===== src/rtl/nrs_cinit_seq.sv =====
// NB-IoT NRS c_init sequencer: four seeds per subframe through one shared multiplier.
// Optional input range check (err port) is enabled by defining NRS_RANGE_CHK_EN.

module nrs_cinit_mult #(
  parameter int WIDTH_A = 8,
  parameter int WIDTH_B = 10
) (
  input  logic [WIDTH_A-1:0]         i_a,
  input  logic [WIDTH_B-1:0]         i_b,
  output logic [WIDTH_A+WIDTH_B-1:0] o_p
);
  assign o_p = {{WIDTH_B{1'b0}}, i_a} * {{WIDTH_A{1'b0}}, i_b};
endmodule

module nrs_cinit_seq #(
  parameter int WIDTH_A = 8,
  parameter int WIDTH_B = 10,
  parameter int CINIT_W = 31
) (
  input  logic               clk,
  input  logic               rst,
  input  logic               start,
  input  logic [3:0]         subframe,
  input  logic [8:0]         n_id_ncell,
  input  logic               cinit_ready,
  output logic               busy,
  output logic               cinit_valid,
  output logic [CINIT_W-1:0] cinit,
  output logic [4:0]         slot_idx,
  output logic [2:0]         sym_idx,
  output logic               done
`ifdef NRS_RANGE_CHK_EN
  , output logic             err
`endif
);

  typedef enum logic [2:0] {
    S_IDLE = 3'd0,
    S_CALC = 3'd1,
    S_MULT = 3'd2,
    S_OUT  = 3'd3,
    S_DONE = 3'd4
  } state_t;

  state_t                     r_state;
  state_t                     w_state_nxt;
  logic [3:0]                 r_sf;
  logic [8:0]                 r_nid;
  logic [1:0]                 r_idx;
  logic [WIDTH_A-1:0]         r_a;
  logic [WIDTH_B-1:0]         r_b;
  logic [4:0]                 r_ns;
  logic [2:0]                 r_l;

  logic                       r_busy;
  logic                       r_valid;
  logic [CINIT_W-1:0]         r_cinit;
  logic [4:0]                 r_slot;
  logic [2:0]                 r_sym;
  logic                       r_done;

  logic                       w_accept;
  logic [4:0]                 w_ns;
  logic [2:0]                 w_l;
  logic [WIDTH_A-1:0]         w_ns1;
  logic [WIDTH_A-1:0]         w_a;
  logic [WIDTH_A+WIDTH_B-1:0] w_prod;
  logic [CINIT_W-1:0]         w_cinit_nxt;
  logic                       w_busy_nxt;
  logic                       w_valid_nxt;
  logic                       w_done_nxt;
  logic                       w_load_out;

`ifdef NRS_RANGE_CHK_EN
  logic r_err;
  logic w_range_bad;
  logic w_err_nxt;
  assign w_range_bad = (subframe > 4'd9) || (n_id_ncell > 9'd503);
  assign w_accept    = start && !w_range_bad;
  assign err         = r_err;
`else
  assign w_accept    = start;
`endif

  // A = 7*(ns+1) + l + 1, with the x7 done as a shift and subtract
  assign w_ns        = {r_sf, r_idx[1]};
  assign w_l         = r_idx[0] ? 3'd6 : 3'd5;
  assign w_ns1       = WIDTH_A'(w_ns) + WIDTH_A'(1'b1);
  assign w_a         = (w_ns1 << 3'd3) - w_ns1 + WIDTH_A'(w_l) + WIDTH_A'(1'b1);
  assign w_cinit_nxt = CINIT_W'({w_prod, 10'd0}) + CINIT_W'(r_b);

  nrs_cinit_mult #(
    .WIDTH_A (WIDTH_A),
    .WIDTH_B (WIDTH_B)
  ) u_mult (
    .i_a (r_a),
    .i_b (r_b),
    .o_p (w_prod)
  );

  always_ff @(posedge clk or posedge rst) begin
    if (rst) r_state <= S_IDLE;
    else     r_state <= w_state_nxt;
  end

  always_comb begin
    w_state_nxt = r_state;
    case (r_state)
      S_IDLE:  w_state_nxt = w_accept ? S_CALC : S_IDLE;
      S_CALC:  w_state_nxt = S_MULT;
      S_MULT:  w_state_nxt = S_OUT;
      S_OUT: begin
        if (cinit_ready) w_state_nxt = (r_idx == 2'd3) ? S_DONE : S_CALC;
        else             w_state_nxt = S_OUT;
      end
      S_DONE:  w_state_nxt = S_IDLE;
      default: w_state_nxt = S_IDLE;
    endcase
  end

  // Outputs are registered from the next state so they line up with r_state
  always_comb begin
    w_busy_nxt  = (w_state_nxt != S_IDLE);
    w_valid_nxt = (w_state_nxt == S_OUT);
    w_done_nxt  = (w_state_nxt == S_DONE);
    w_load_out  = (r_state == S_MULT);
`ifdef NRS_RANGE_CHK_EN
    w_err_nxt   = (r_state == S_IDLE) && start && w_range_bad;
`endif
  end

  always_ff @(posedge clk or posedge rst) begin
    if (rst) begin
      r_busy  <= 1'b0;
      r_valid <= 1'b0;
      r_done  <= 1'b0;
      r_cinit <= {CINIT_W{1'b0}};
      r_slot  <= 5'd0;
      r_sym   <= 3'd0;
    end else begin
      r_busy  <= w_busy_nxt;
      r_valid <= w_valid_nxt;
      r_done  <= w_done_nxt;
      if (w_load_out) begin
        r_cinit <= w_cinit_nxt;
        r_slot  <= r_ns;
        r_sym   <= r_l;
      end
    end
  end

`ifdef NRS_RANGE_CHK_EN
  always_ff @(posedge clk or posedge rst) begin
    if (rst) r_err <= 1'b0;
    else     r_err <= w_err_nxt;
  end
`endif

  always_ff @(posedge clk or posedge rst) begin
    if (rst) begin
      r_sf  <= 4'd0;
      r_nid <= 9'd0;
      r_idx <= 2'd0;
      r_a   <= {WIDTH_A{1'b0}};
      r_b   <= {WIDTH_B{1'b0}};
      r_ns  <= 5'd0;
      r_l   <= 3'd0;
    end else begin
      case (r_state)
        S_IDLE: begin
          if (w_accept) begin
            r_sf  <= subframe;
            r_nid <= n_id_ncell;
            r_idx <= 2'd0;
          end
        end
        S_CALC: begin
          r_a  <= w_a;
          r_b  <= WIDTH_B'({r_nid, 1'b1});
          r_ns <= w_ns;
          r_l  <= w_l;
        end
        S_OUT: begin
          if (cinit_ready && (r_idx != 2'd3)) r_idx <= r_idx + 2'd1;
        end
        default: ;
      endcase
    end
  end

  assign busy        = r_busy;
  assign cinit_valid = r_valid;
  assign cinit       = r_cinit;
  assign slot_idx    = r_slot;
  assign sym_idx     = r_sym;
  assign done        = r_done;

endmodule


===== config.mk =====
export PLATFORM = sky130hd
export DESIGN_NAME = nrs_cinit_seq
export DESIGN_NICKNAME = d
export VERILOG_FILES = /design/src/rtl/nrs_cinit_seq.sv
export SDC_FILE = /design/constraint.sdc
export NUM_CORES = 1
export LEC_CHECK = 0
export CAP_MARGIN = 15
export CORE_MARGIN = 2
export CORE_UTILIZATION = 60
export DETAILED_ROUTE_END_ITERATION = 12
export MAX_ROUTING_LAYER = met4
export PLACE_DENSITY = 0.83
export SLEW_MARGIN = 5
export SYNTH_ARGS = -nofsm -noshare
export SYNTH_HDL_FRONTEND = slang
export SYNTH_SLANG_ARGS = --single-unit

===== constraint.sdc =====
create_clock -name clk -period 12 [get_ports clk]
set_clock_uncertainty 0.1 [all_clocks]
set_input_delay 1.2 -clock clk [delete_from_list [all_inputs] [get_ports clk]]
set_output_delay 1.2 -clock clk [all_outputs]
set_load 0.005 [all_outputs]

==> results.sh, run 1 <==
export IMPL_status="completed"
export IMPL_totalWireLength_um=12400
export IMPL_max_stage_delay_ps=560
export IMPL_finalSetupTns_ps=0
export IMPL_netlist_area_leader_share_pct=32.7
export IMPL_worst_pin_slew_ps=1070
export IMPL_slew_violations=0
export IMPL_h_tree_depth=3
export IMPL_io_pins=59
export IMPL_antenna_found_initial=0
export IMPL_cp_required_ps=12190
export IMPL_worstSkewPairLatency_ps=370
export IMPL_grt_max_degree=82
export IMPL_start_util_pct=60.9
export IMPL_hp_class="reg2reg"
export IMPL_rsz0062_at_grt="no"
export IMPL_dp_hpwl_um=9060
export IMPL_yosysSeqAreaShare_pct=32.7
export IMPL_slowest_stage="fa_1"
export IMPL_path_clk_slew_ps=90
export IMPL_reg2reg_to="cinit[27]"
export IMPL_io_buffers=55
export IMPL_hold_start="r_ns[4]"
export IMPL_wl_per_cell_um=14.7
export IMPL_arrival_ps=4720
export IMPL_synth_distinct_cells=61
export IMPL_synth_area_leaders="dfrtp_1 33%, fa_1 16%, ha_1 10%"
export IMPL_critPathMaxFanout=11
export IMPL_cp_num_buf_inv=3
export IMPL_grt_pass1_vias=4600
export IMPL_nNetsFinal=819
export IMPL_fmax_ghz=0.221
export IMPL_die_x_um=106
export IMPL_core_area_um2=10200
export IMPL_vias=4620
export IMPL_synthToLayoutAreaGrowth_pct=13.0
export IMPL_drc_errors=0
export IMPL_end_kind="register"
export IMPL_grt_pass1_wl_um=21300
export IMPL_overflow=0
export IMPL_reg2regPathDepth=14
export IMPL_cts_buffers=9
export IMPL_synth_seq_cells=81
export IMPL_rrSetupSlack_ps=7470
export IMPL_synthArstFlopShare_pct=100
export IMPL_period_needed_ps=4530
export IMPL_postCtsHoldBufs=0
export IMPL_hold_depth=2
export IMPL_path_class="reg2reg"
export IMPL_netlist_area_um2=6200
export IMPL_setup_violations=0
export IMPL_ys_warn_count=0
export IMPL_post_cts_buffers=0
export IMPL_grt_usage_pct=24.7
export IMPL_most_common_layout_cells="154 x nand2_1, 81 x dfrtp_1, 71 x inv_1, 71 x and2_1, 55 x clkdlybuf4s50_1"
export IMPL_syn_avg_cell_area_um2=9.32
export IMPL_crit_family="adder cells"
export IMPL_dieHeight_um=106
export IMPL_tritoncts="yes"
export IMPL_crit_top_cell="fa_1"
export IMPL_vias_per_cell=5.47
export IMPL_slew_headroom_pct=28.7
export IMPL_drt_iter0_drc=247
export IMPL_cts_sinks=81
export IMPL_drive_gt1_share_pct=7.20
export IMPL_netlist_instances=665
export IMPL_cts_max_path_buffers=2
export IMPL_start_kind="register"
export IMPL_synth_flop_cell="dfrtp_1"
export IMPL_postRouteAntennaNets=0
export IMPL_path_cells="nand2_1 -> fa_1 -> fa_1 -> inv_1 -> fa_1 -> inv_1 -> fa_1 -> inv_1 -> ha_1 -> a21o_1 -> a21oi_4 -> a21oi_1 -> a311oi_2 -> mux2i_1"
export IMPL_dieArea_um2=11200
export IMPL_root_buffer="clkbuf_8"
export IMPL_fin_crit_sh_pct=37.7
export IMPL_synth_top_area_cell="dfrtp_1"
export IMPL_hold_viol=0
export IMPL_mostFrequentLayoutCell="nand2_1"
export IMPL_place_congestion=0.911
export IMPL_drt_first_pass_iters=4
export IMPL_antenna_cells=0
export IMPL_placementRows=37
export IMPL_synth_edf_count=0
export IMPL_whs_endpoint="slot_idx[4]"
export IMPL_cts_resized=0
export IMPL_maxCapViolations=0
export IMPL_r2r_start="r_a[7]"
-- routing by layer --
layer	part of all wire (%)	track usage (%)	vias to the layer above
li1	-	-	2182
met1	43	32.2	2313
met2	50	39.2	101
met3	4.2	3.03	24
met4	2.8	10.8	0
met5	0	-	-
-- area by class of cell --
class | count | area, um2
sequential | 81 | 2030
clock buffer | 10 | 138
multi-input combinational | 480 | 3750
clock inverter | 6 | 66.3
inverter | 73 | 275
tap | 136 | 170
fill | 810 | 3180
timing repair buffer | 58 | 577
-- state kept, by name, indices dropped and copies added, names as in the netlist, 3 cells and up --
register  count
cinit        28
r_state       3
slot_idx      5
r_nid         9
r_b          10
r_ns          5
r_sf          4
r_a           8
-- tightest hold or removal path: stages (launching register included) --
cell and delay [ps]:
dfrtp_1 350, nand2_1 50, nand2_1 50
-- per-stage QoR --
stage / hold slack (ps) / setup WS, ps / std cells / utilization [%] / cell area (um2)
floorplan: 332 / 7690 / 667 / - / 6210
global placement: 343 / 7590 / 827 / 66.7 / 6790
detailed placement: 355 / 7470 / 827 / 66.7 / 6790
CTS: 373 / 7430 / 843 / 68.7 / 6990
global route: 401 / 7230 / 844 / 68.8 / 7000
finish: 365 / 7470 / 844 / 68.8 / 7000
-- Yosys cell counts, types with 2 or more instances --
library cell	instances
nand3_1	8
buf_2	8
inv_1	72
o21ai_1	6
o21ai_0	22
and2_1	71
nor2_1	11
mux2_2	12
o211ai_1	2
or3_1	2
a211oi_1	3
nor3_1	7
o31ai_2	2
mux2i_1	2
nand3b_1	3
xnor2_1	6
clkbuf_1	19
nand2b_1	2
nand2_1	154
buf_4	5
fa_1	49
o21a_1	3
a21oi_1	13
xor2_1	8
a21o_1	4
and3_1	5
ha_1	50
dfrtp_1	81
a21oi_2	2
o31ai_1	2
-- logic make-up after synthesis --
group	Yosys count	synth area share, %
buffers and inverters	106	7.00
multiplexers	15	2.68
XOR/XNOR	16	2.50
flip-flops	81	32.7
AND/OR/NAND/NOR	275	21.2
other	1	0.0605
adder cells (fa/ha/maj)	99	25.9
AO/OA/AOI/OAI	72	7.93
-- how the worst max path moves through the flow --
| stage | from | endpoint | cells past startpoint |
|---|---|---|---|
| global placement | r_a[7] | cinit[27] | 14 |
| finish | r_a[7] | cinit[27] | 14 |
| CTS | r_a[7] | cinit[27] | 14 |
| floorplan | r_a[7] | cinit[27] | 15 |
| global route | r_a[6] | cinit[27] | 14 |
| detailed placement | r_a[6] | cinit[27] | 14 |
Power of run 1 is left out: the tool's default activity adds up to more than one toggle a clock period on the data nets, which glitch-free logic cannot reach.
==> inputs of run 2 (changes only) <==
--- a/config.mk
+++ b/config.mk
@@ -7,10 +7,10 @@
 export LEC_CHECK = 0
 export CAP_MARGIN = 15
 export CORE_MARGIN = 2
-export CORE_UTILIZATION = 60
+export CORE_UTILIZATION = 59
 export DETAILED_ROUTE_END_ITERATION = 12
 export MAX_ROUTING_LAYER = met4
-export PLACE_DENSITY = 0.83
+export PLACE_DENSITY = 0.82
 export SLEW_MARGIN = 5
 export SYNTH_ARGS = -nofsm -noshare
 export SYNTH_HDL_FRONTEND = slang
==> constraint.sdc (replaced) <==
create_clock -name clk -period 4.3 [get_ports clk]
set_clock_uncertainty 0.1 [all_clocks]
set_input_delay 0.43 -clock clk [delete_from_list [all_inputs] [get_ports clk]]
set_output_delay 0.43 -clock clk [all_outputs]
set_load 0.005 [all_outputs]
==> results.sh, run 2 (synthesis gave the netlist of run 1 again) <==
export IMPL_status="completed"
export IMPL_placed_cell_area_um2=6960
export IMPL_totalWireLength_um=12800
export IMPL_dieArea_um2=11300
export IMPL_die_x_um=107
export IMPL_place_congestion=0.880
export IMPL_hp_class="reg2reg"
export IMPL_worst_pin_slew_ps=1090
export IMPL_drt_first_pass_iters=4
export IMPL_root_buffer="clkbuf_8"
export IMPL_critPathMaxFanout=5
export IMPL_finalSetupTns_ps=0
export IMPL_path_clk_slew_ps=90
export IMPL_design_area_um2=7360
export IMPL_crit_start="r_a[4]"
export IMPL_cp_required_ps=4470
export IMPL_maxCapViolations=0
export IMPL_cts_max_path_buffers=2
export IMPL_largest_reg_flops=28
export IMPL_reg2regPathDepth=14
export IMPL_start_util_pct=60.3
export IMPL_vias=4653
export IMPL_placementRows=37
export IMPL_dieHeight_um=107
export IMPL_nNetsFinal=848
export IMPL_grt_max_degree=57
export IMPL_seqCellArea_um2=2040
export IMPL_r2r_start="r_a[4]"
export IMPL_cts_sinks=81
export IMPL_cts_buffers=9
export IMPL_rrSetupSlack_ps=70
export IMPL_nFillCells=770
export IMPL_dp_hpwl_um=9530
export IMPL_reg2reg_to="cinit[21]"
export IMPL_grt_usage_pct=24.8
export IMPL_start_kind="register"
export IMPL_postRouteAntennaNets=0
export IMPL_multi_input_area_um2=3910
export IMPL_grt_pass1_wl_um=21600
export IMPL_rsz0062_at_grt="yes"
export IMPL_mostFrequentLayoutCell="nand2_1"
export IMPL_core_area_um2=10300
export IMPL_io_pins=59
export IMPL_grt_pass1_vias=4580
export IMPL_fmax_ghz=0.237
export IMPL_drc_errors=0
export IMPL_drt_iter0_drc=215
export IMPL_endpoint="cinit[21]"
export IMPL_overflow=0
export IMPL_hold_viol=0
export IMPL_slew_violations=0
export IMPL_path_class="reg2reg"
export IMPL_period_needed_ps=4230
export IMPL_antenna_cells=0
export IMPL_synthToLayoutAreaGrowth_pct=18.7
export IMPL_antenna_found_initial=0
export IMPL_arrival_ps=4400
export IMPL_most_common_layout_cells="152 x nand2_1, 70 x dfrtp_1, 68 x inv_1, 68 x and2_1, 55 x clkdlybuf4s50_1"
export IMPL_h_tree_depth=3
export IMPL_drive_gt1_share_pct=16.2
export IMPL_tritoncts="yes"
export IMPL_postCtsHoldBufs=0
export IMPL_io_buffers=55
export IMPL_worstSkewPairLatency_ps=370
export IMPL_fin_crit_sh_pct=98.3
export IMPL_end_kind="register"
export IMPL_vias_per_cell=5.34
export IMPL_slew_headroom_pct=26.9
export IMPL_wl_per_cell_um=14.7
export IMPL_setup_violations=0
-- run 2: worst min-delay path by stage --
stage / startpoint / end / depth (start not counted)
finish: r_nid[1] / r_b[2] / 2
global route: r_ns[2] / slot_idx[2] / 2
CTS: r_nid[1] / r_b[2] / 2
detailed placement: r_nid[4] / r_b[5] / 2
global placement: r_nid[1] / r_b[2] / 2
floorplan: r_nid[4] / r_b[5] / 2
-- run 2: layout make-up --
cell class	instances	share of cell area (%)
Sequential cell	81	27.7
Timing Repair Buffer	87	11.0
Clock buffer	10	1.73
Inverter	73	3.74
Multi-Input combinational cell	480	53.1
Clock inverter	5	0.425
Tap cell	136	2.31
-- run 2: through the flow --
step                util [%]  hold slack (ps)  setup slack (ps)  cells
finish                  71.6              361              72.2    872
global route            71.6              393             -58.6    872
CTS                     69.4              368              6.28    865
detailed placement      67.7              348             -71.1    850
global placement        67.7              346              5.21    850
floorplan                  -              332              19.1    667
-- run 2: timing repair --
| action | in CTS | in global routing |
|---|---|---|
| setup buffers | 0 | 6 |
| endpoints found under the setup margin | 4 | 9 |
| resized for setup | 9 | 40 |
| pin swaps | 0 | 35 |
-- run 2: routing by layer --
layer	track usage, %	up-vias	wire, um
li1	-	2245	-
met1	34.3	2297	5740
met2	39.0	94	6360
met3	3.49	17	577
met4	6.49	0	144
met5	-	-	0
-- run 2: critical path: stages (launching register included) --
cell,delay (ps)
dfrtp_2,430
clkbuf_2,160
and2_1,170
fa_1,460
fa_1,500
ha_1,290
inv_1,50
fa_1,530
inv_1,50
ha_1,350
nor2b_2,200
o2111ai_4,270
a21oi_1,150
o21a_1,200
o31ai_2,200
Power of run 2 is left out for the same reason.
